File: src/rtl/adder_16bit.sv
// ---------------------------------------------------------------------------
// adder_16bit
// 16-bit unsigned registered adder with no carry-in.
//
// Datapath: four 4-bit carry-lookahead groups. Each group forms per-bit
// generate/propagate and group G/P. A second-level lookahead unit produces
// the group carries c4, c8, c12 and the final carry c16. No carry ripples
// across more than 4 bits.
//
// Build option: define ADDER_16BIT_PIPE_EN to add an extra pipeline stage.
//   Stage 1 registers the low byte of the sum, c8, the high operand bytes
//   and valid. Stage 2 computes the high byte.
//   Latency is 2 cycles with the macro and 1 cycle without it.
//   Throughput is one operand pair per cycle in both builds, and the ports
//   are the same in both builds.
//
// Result registers load only for valid operands and hold otherwise.
// out_valid is in_valid delayed by the latency.
// rst_n clears every register asynchronously. Any operation still in the
// pipeline when reset asserts is dropped.
// ---------------------------------------------------------------------------
module adder_16bit (
    input  logic        clk,
    input  logic        rst_n,
    input  logic        in_valid,
    input  logic [15:0] a,
    input  logic [15:0] b,
    output logic [15:0] sum,
    output logic        cout,
    output logic        out_valid
);

    // Sum bits of one 4-bit lookahead group; the internal carries are
    // expanded from g/p, so there is no ripple inside the group.
    function automatic logic [3:0] cla4_sum(input logic [3:0] g,
                                            input logic [3:0] p,
                                            input logic       cin);
        logic [3:0] c;
        c[0] = cin;
        c[1] = g[0] | (p[0] & cin);
        c[2] = g[1] | (p[1] & g[0]) | (p[1] & p[0] & cin);
        c[3] = g[2] | (p[2] & g[1]) | (p[2] & p[1] & g[0])
             | (p[2] & p[1] & p[0] & cin);
        return p ^ c;
    endfunction

    // Group generate of a 4-bit block.
    function automatic logic cla4_g(input logic [3:0] g,
                                    input logic [3:0] p);
        return g[3] | (p[3] & g[2]) | (p[3] & p[2] & g[1])
             | (p[3] & p[2] & p[1] & g[0]);
    endfunction

    // Group propagate of a 4-bit block.
    function automatic logic cla4_p(input logic [3:0] p);
        return &p;
    endfunction

`ifdef ADDER_16BIT_PIPE_EN

    // ---------------- two-stage build ----------------
    logic [7:0] g_lo_s;
    logic [7:0] p_lo_s;
    logic       gg0_s;
    logic       gg1_s;
    logic       gp1_s;
    logic       c4_s;
    logic       c8_s;
    logic [7:0] sum_lo_s;

    logic [7:0] sum_lo_r;
    logic       c8_r;
    logic [7:0] a_hi_r;
    logic [7:0] b_hi_r;
    logic       v1_r;

    logic [7:0] g_hi_s;
    logic [7:0] p_hi_s;
    logic       gg2_s;
    logic       gp2_s;
    logic       gg3_s;
    logic       gp3_s;
    logic       c12_s;
    logic       c16_s;
    logic [7:0] sum_hi_s;

    // Stage 1 datapath: groups 0 and 1 and the lookahead for c4 and c8.
    // Carry-in is zero, so c4 is just the group-0 generate.
    always_comb begin
        g_lo_s   = a[7:0] & b[7:0];
        p_lo_s   = a[7:0] ^ b[7:0];
        gg0_s    = cla4_g(g_lo_s[3:0], p_lo_s[3:0]);
        gg1_s    = cla4_g(g_lo_s[7:4], p_lo_s[7:4]);
        gp1_s    = cla4_p(p_lo_s[7:4]);
        c4_s     = gg0_s;
        c8_s     = gg1_s | (gp1_s & gg0_s);
        sum_lo_s = {cla4_sum(g_lo_s[7:4], p_lo_s[7:4], c4_s),
                    cla4_sum(g_lo_s[3:0], p_lo_s[3:0], 1'b0)};
    end

    // Stage 1 registers. Data loads only for valid operands; valid always
    // advances.
    always_ff @(posedge clk or negedge rst_n) begin
        if (!rst_n) begin
            sum_lo_r <= 8'h00;
            c8_r     <= 1'b0;
            a_hi_r   <= 8'h00;
            b_hi_r   <= 8'h00;
            v1_r     <= 1'b0;
        end else begin
            v1_r <= in_valid;
            if (in_valid) begin
                sum_lo_r <= sum_lo_s;
                c8_r     <= c8_s;
                a_hi_r   <= a[15:8];
                b_hi_r   <= b[15:8];
            end else begin
                sum_lo_r <= sum_lo_r;
                c8_r     <= c8_r;
                a_hi_r   <= a_hi_r;
                b_hi_r   <= b_hi_r;
            end
        end
    end

    // Stage 2 datapath: groups 2 and 3, with c12 and c16 looked ahead from
    // the registered c8.
    always_comb begin
        g_hi_s   = a_hi_r & b_hi_r;
        p_hi_s   = a_hi_r ^ b_hi_r;
        gg2_s    = cla4_g(g_hi_s[3:0], p_hi_s[3:0]);
        gp2_s    = cla4_p(p_hi_s[3:0]);
        gg3_s    = cla4_g(g_hi_s[7:4], p_hi_s[7:4]);
        gp3_s    = cla4_p(p_hi_s[7:4]);
        c12_s    = gg2_s | (gp2_s & c8_r);
        c16_s    = gg3_s | (gp3_s & gg2_s) | (gp3_s & gp2_s & c8_r);
        sum_hi_s = {cla4_sum(g_hi_s[7:4], p_hi_s[7:4], c12_s),
                    cla4_sum(g_hi_s[3:0], p_hi_s[3:0], c8_r)};
    end

    // Output registers. They load when stage 1 holds a valid operation.
    always_ff @(posedge clk or negedge rst_n) begin
        if (!rst_n) begin
            sum       <= 16'h0000;
            cout      <= 1'b0;
            out_valid <= 1'b0;
        end else begin
            out_valid <= v1_r;
            if (v1_r) begin
                sum  <= {sum_hi_s, sum_lo_r};
                cout <= c16_s;
            end else begin
                sum  <= sum;
                cout <= cout;
            end
        end
    end

`else

    // ---------------- single-stage build ----------------
    logic [15:0] g_s;
    logic [15:0] p_s;
    logic        gg0_s;
    logic        gg1_s;
    logic        gg2_s;
    logic        gg3_s;
    logic        gp1_s;
    logic        gp2_s;
    logic        gp3_s;
    logic        c4_s;
    logic        c8_s;
    logic        c12_s;
    logic        c16_s;
    logic [15:0] sum_s;

    // Full 16-bit lookahead: per-group G/P, then the second-level unit
    // produces c4, c8, c12 and c16. Carry-in is zero, so group-0 propagate
    // is never needed.
    always_comb begin
        g_s   = a & b;
        p_s   = a ^ b;
        gg0_s = cla4_g(g_s[3:0],   p_s[3:0]);
        gg1_s = cla4_g(g_s[7:4],   p_s[7:4]);
        gg2_s = cla4_g(g_s[11:8],  p_s[11:8]);
        gg3_s = cla4_g(g_s[15:12], p_s[15:12]);
        gp1_s = cla4_p(p_s[7:4]);
        gp2_s = cla4_p(p_s[11:8]);
        gp3_s = cla4_p(p_s[15:12]);
        c4_s  = gg0_s;
        c8_s  = gg1_s | (gp1_s & gg0_s);
        c12_s = gg2_s | (gp2_s & gg1_s) | (gp2_s & gp1_s & gg0_s);
        c16_s = gg3_s | (gp3_s & gg2_s) | (gp3_s & gp2_s & gg1_s)
              | (gp3_s & gp2_s & gp1_s & gg0_s);
        sum_s = {cla4_sum(g_s[15:12], p_s[15:12], c12_s),
                 cla4_sum(g_s[11:8],  p_s[11:8],  c8_s),
                 cla4_sum(g_s[7:4],   p_s[7:4],   c4_s),
                 cla4_sum(g_s[3:0],   p_s[3:0],   1'b0)};
    end

    // Output registers. They load for valid operands and hold otherwise.
    always_ff @(posedge clk or negedge rst_n) begin
        if (!rst_n) begin
            sum       <= 16'h0000;
            cout      <= 1'b0;
            out_valid <= 1'b0;
        end else begin
            out_valid <= in_valid;
            if (in_valid) begin
                sum  <= sum_s;
                cout <= c16_s;
            end else begin
                sum  <= sum;
                cout <= cout;
            end
        end
    end

`endif

endmodule

File: config.mk
export PLATFORM = sky130hd
export DESIGN_NAME = adder_16bit
export DESIGN_NICKNAME = d
export VERILOG_FILES = /design/src/rtl/adder_16bit.sv
export SDC_FILE = /design/constraint.sdc
export NUM_CORES = 1
export LEC_CHECK = 0
export ABC_CLOCK_PERIOD_IN_PS = 900
export BUFFER_PORTS_ARGS = -buffer_cell sky130_fd_sc_hd__buf_4
export CORE_ASPECT_RATIO = 0.6
export CORE_UTILIZATION = 49
export CTS_BUF_LIST = sky130_fd_sc_hd__clkbuf_2
export DETAILED_ROUTE_END_ITERATION = 8
export PLACE_DENSITY = 0.81
export SKIP_LAST_GASP = 1
export SYNTH_ARGS = -nofsm -noshare
export SYNTH_HDL_FRONTEND = slang
export SYNTH_SLANG_ARGS = --single-unit
File: constraint.sdc
create_clock -name clk -period 0.9 [get_ports clk]
set_input_delay 0.045 -clock clk [delete_from_list [all_inputs] [get_ports clk]]
set_output_delay 0.045 -clock clk [all_outputs]
set_load 0.01 [all_outputs]
==> results of run 1 <==
==> cell families after synthesis <==
family,after synthesis,synth area share
simple gates,20,0.0740
flops,18,0.351
buf+inv,7,0.0204
compound gates,39,0.205
mux,9,0.0779
fa+ha+maj,20,0.218
xor+xnor,8,0.0545
==> per-stage QoR <==
step | instances | instance area [um^2] | setup slack (ns) | setup TNS, ns | hold WS [ns]
detailed placement | 229 | 2040 | -1.20 | -12.99 | -0.0717
global placement | 229 | 2040 | -1.07 | -11.99 | -0.0785
floorplan | 121 | 1390 | -0.958 | -7.60 | -0.251
==> impl_metrics.env, run 1 <==
export IMPL_synth_top_area_cell="dfrtp_1"
export IMPL_cts_sinks=18
export IMPL_yosysTopAreaCellShare=0.351
export IMPL_htree_levels=1
export IMPL_cts_buffer_depth=2
export IMPL_numPortBuffers=52
export IMPL_cts_setup_buffers=12
export IMPL_syn_area_per_cell_um2=10.6
export IMPL_yosysUniqueCellTypes=34
export IMPL_io_pins=53
export IMPL_dp_hpwl_mm=3.04
export IMPL_ys_top_cells_by_area="dfrtp_1, ha_1, mux2_2"
export IMPL_async_flop_share=1.00
export IMPL_die_x_um=68.1
export IMPL_place_congestion=0.844
export IMPL_synth_edf_count=0
export IMPL_synth_seq_cells=18
export IMPL_numCtsBuffers=3
export IMPL_start_util=0.556
export IMPL_cts_root_buf="clkbuf_2"
export IMPL_row_count=13
export IMPL_status="did not finish"
export IMPL_synthesis_nets=176
export IMPL_syn_instance_count=121
export IMPL_die_y_um=41.7
export IMPL_ys_seq_area_frac=0.351
export IMPL_netlist_area_mm2=0.00128
export IMPL_yosysWarnings=0
export IMPL_synth_flop_cell="dfrtp_1"
export IMPL_error_line="[ERROR DPL-0038] Utilization greater than 100%, impossible to legalize"
export IMPL_postCtsHoldBufs=2
export IMPL_cts_resized=43
export IMPL_synth_top_cells_by_count="dfrtp_1, ha_1, a21oi_1"
export IMPL_yosysMostFrequentCell="dfrtp_1"
export IMPL_stop_stage="clock tree synthesis"
==> run 2: changes to the inputs <==
--- a/config.mk
+++ b/config.mk
@@ -7,11 +7,10 @@
 export LEC_CHECK = 0
 export ABC_CLOCK_PERIOD_IN_PS = 900
 export BUFFER_PORTS_ARGS = -buffer_cell sky130_fd_sc_hd__buf_4
-export CORE_ASPECT_RATIO = 0.6
-export CORE_UTILIZATION = 49
-export CTS_BUF_LIST = sky130_fd_sc_hd__clkbuf_2
+export CORE_AREA = 2 2 63 65
 export DETAILED_ROUTE_END_ITERATION = 8
-export PLACE_DENSITY = 0.81
+export DIE_AREA = 0 0 65 67
+export PLACE_DENSITY_LB_ADDON = 0.15
 export SKIP_LAST_GASP = 1
 export SYNTH_ARGS = -nofsm -noshare
 export SYNTH_HDL_FRONTEND = slang
==> impl_metrics.env, run 2 <==
export IMPL_status="finished with violations"
export IMPL_violations="setup timing"
export IMPL_ys_top_cells_by_area="dfrtp_1, ha_1, mux2_2"
export IMPL_reg_top3="sum: 16 flops, cout: 1 flops, out_valid: 1 flops"
export IMPL_htree_levels=1
export IMPL_grt_start_max_net_pins=19
export IMPL_cts_root_buf="clkbuf_8"
export IMPL_cp_max_fo=2
export IMPL_dp_hpwl_mm=2.74
export IMPL_route_detailed_drc=0
export IMPL_start_util=0.356
export IMPL_yosysWarnings=0
export IMPL_ys_seq_area_frac=0.351
export IMPL_post_route_period_util=1.89
export IMPL_arrival_ns=1.84
export IMPL_cpPeakStageDelay_ns=0.40
export IMPL_drt_initial_drc_count=23
export IMPL_drv_slew=0
export IMPL_numPortBuffers=52
export IMPL_cts_tree="yes"
export IMPL_fin_hold_ws_ns=0.116
export IMPL_io_pins=53
export IMPL_fin_cells=256
export IMPL_synth_seq_cells=18
export IMPL_nets=264
export IMPL_dp_cells=247
export IMPL_final_setup_viol_count=13
export IMPL_regMostFlops="sum"
export IMPL_die_x_um=65
export IMPL_setup_slack_ns=-0.801
export IMPL_end_kind="flip-flop"
export IMPL_path_class="in -> reg"
export IMPL_synth_edf_count=0
export IMPL_start_kind="primary input"
export IMPL_critPathTopFamily="compound AO/OA/AOI/OAI gates"
export IMPL_cp_buffers_inverters=2
export IMPL_die_y_um=67
export IMPL_synth_flop_cell="dfrtp_1"
export IMPL_yosysUniqueCellTypes=34
export IMPL_yosysTopAreaCellShare=0.351
export IMPL_ir_drop_mv=0.791
export IMPL_numCtsBuffers=3
export IMPL_skew_ns=0
export IMPL_path_cells="buf_8 > ha_4 > a41oi_2 > o21ai_2 > a31o_4 > o31ai_4 > inv_1 > fa_2 > mux2_2"
export IMPL_syn_instance_count=121
export IMPL_cts_sinks=18
export IMPL_place_congestion=0.805
export IMPL_drive_above_1_share=0.635
export IMPL_grt_pass1_wl_mm=5.59
export IMPL_diodes=0
export IMPL_max_freq_mhz=588
export IMPL_cp_slowest_cell="fa_2"
export IMPL_viasPerCell=4.97
export IMPL_regArea_um2=450
export IMPL_wl_mm=3.50
export IMPL_syn_to_final_growth_pct=84.4
export IMPL_synth_top_area_cell="dfrtp_1"
export IMPL_nFillCells=283
export IMPL_antenna_found_initial=0
export IMPL_relSlewSlack=0.845
export IMPL_final_common_cell="buf_4"
export IMPL_netlist_area_mm2=0.00128
export IMPL_largest_reg_flops=16
export IMPL_dieArea_mm2=0.00436
export IMPL_postRouteAntennaNets=0
export IMPL_hold_class="in -> reg"
export IMPL_vias=1273
export IMPL_synthesis_nets=176
export IMPL_cts_buffer_depth=2
export IMPL_rsz0062_at_grt="true"
export IMPL_synth_top_cells_by_count="dfrtp_1, ha_1, a21oi_1"
export IMPL_crit_required_ns=1.04
export IMPL_fin_crit_ns=1.70
export IMPL_finalHoldViolations=0
export IMPL_power_density_mw_per_mm2=1390
export IMPL_yosysMostFrequentCell="dfrtp_1"
export IMPL_cap_violations=0
export IMPL_most_common_layout_cells="buf_4, dfrtp_1, ha_4"
export IMPL_async_flop_share=1.00
export IMPL_core_mm2=0.00361
export IMPL_dr_pass1_iters=4
export IMPL_clk_latency_ns=0.25
export IMPL_wire_per_inst_um=13.7
export IMPL_row_count=22
export IMPL_track_usage=0.167
export IMPL_cts_clk_slew_worst_paths_ns=0.07
export IMPL_tightestPinTransition_ns=0.229
export IMPL_multi_input_area_mm2=0.00109
export IMPL_syn_area_per_cell_um2=10.6
export IMPL_grt_pass1_vias=1263
export IMPL_grt_overflow_total=0
export IMPL_power_leakage_uw=0.00109
-- run 2: routing by layer --
metal  vias up  part of all wire  GRT usage
met2        41              0.54      0.316
met4         0             0.017     0.0532
met5         -                 0          0
met1       598              0.40      0.193
li1        626                 -          -
met3         8             0.041     0.0236
-- run 2: layout make-up --
| class | instances | share of cell area |
|---|---|---|
| multi-input cells | 96 | 0.462 |
| clock buffers | 4 | 0.0232 |
| well taps | 48 | 0.0253 |
| inverters | 4 | 0.00634 |
| repair buffers | 86 | 0.293 |
| flip-flops and latches | 18 | 0.190 |
-- run 2: worst paths after layout --
kind                           from      end  slack, ns  depth (start not counted)
max reg2reg                 sum[12]  sum[12]       0.12                          1
max                            a[1]  sum[12]      -0.80                          9
min in group asynchronous     rst_n     cout       0.20                          2
min reg2reg                    cout     cout       0.52                          2
min                        in_valid  sum[13]       0.12                          2
max in group asynchronous     rst_n  sum[12]       0.51                          2
-- run 2: cell families (layout without fill, tap and decap cells) --
logic type	after synthesis	in the layout	synth area share
AOI/OAI and AO/OA	39	39	0.205
adders and majority gates	20	20	0.218
and+or+nand+nor	20	20	0.0740
DFF	18	18	0.351
muxes	9	9	0.0779
xor gates and xnor gates	8	8	0.0545
buffers and inverters	7	94	0.0204
-- run 2: power breakdown --
part           switching, uW  internal, uW
Clock                    278           389
Sequential              97.7           972
Combinational            651           912
Total                   1030          2270
-- run 2: metrics by stage --
| stage | area (um^2) | total power [uW] | setup slack (ns) | util | TNS (ns) |
|---|---|---|---|---|---|
| floorplan | 1390 | 1720 | -0.958 | - | -7.60 |
| global placement | 2060 | 2380 | -1.07 | 0.572 | -11.70 |
| detailed placement | 2060 | 2420 | -1.12 | 0.572 | -12.12 |
| CTS | 2240 | 3190 | -0.799 | 0.621 | -6.78 |
| global route | 2370 | 3520 | -0.843 | 0.657 | -7.09 |
| finish | 2370 | 3300 | -0.801 | 0.657 | -6.44 |
-- run 2: timing repair --
action | 4_1_cts | 5_1_grt
gates cloned | 0 | 0
setup buffers | 2 | 3
endpoints found under the hold margin | 18 | 0
hold buffers | 1 | 0
resized for setup | 18 | 21
endpoints found under the setup margin | 14 | 14
pin swaps | 12 | 20
Power figures use the tool's default switching activity.
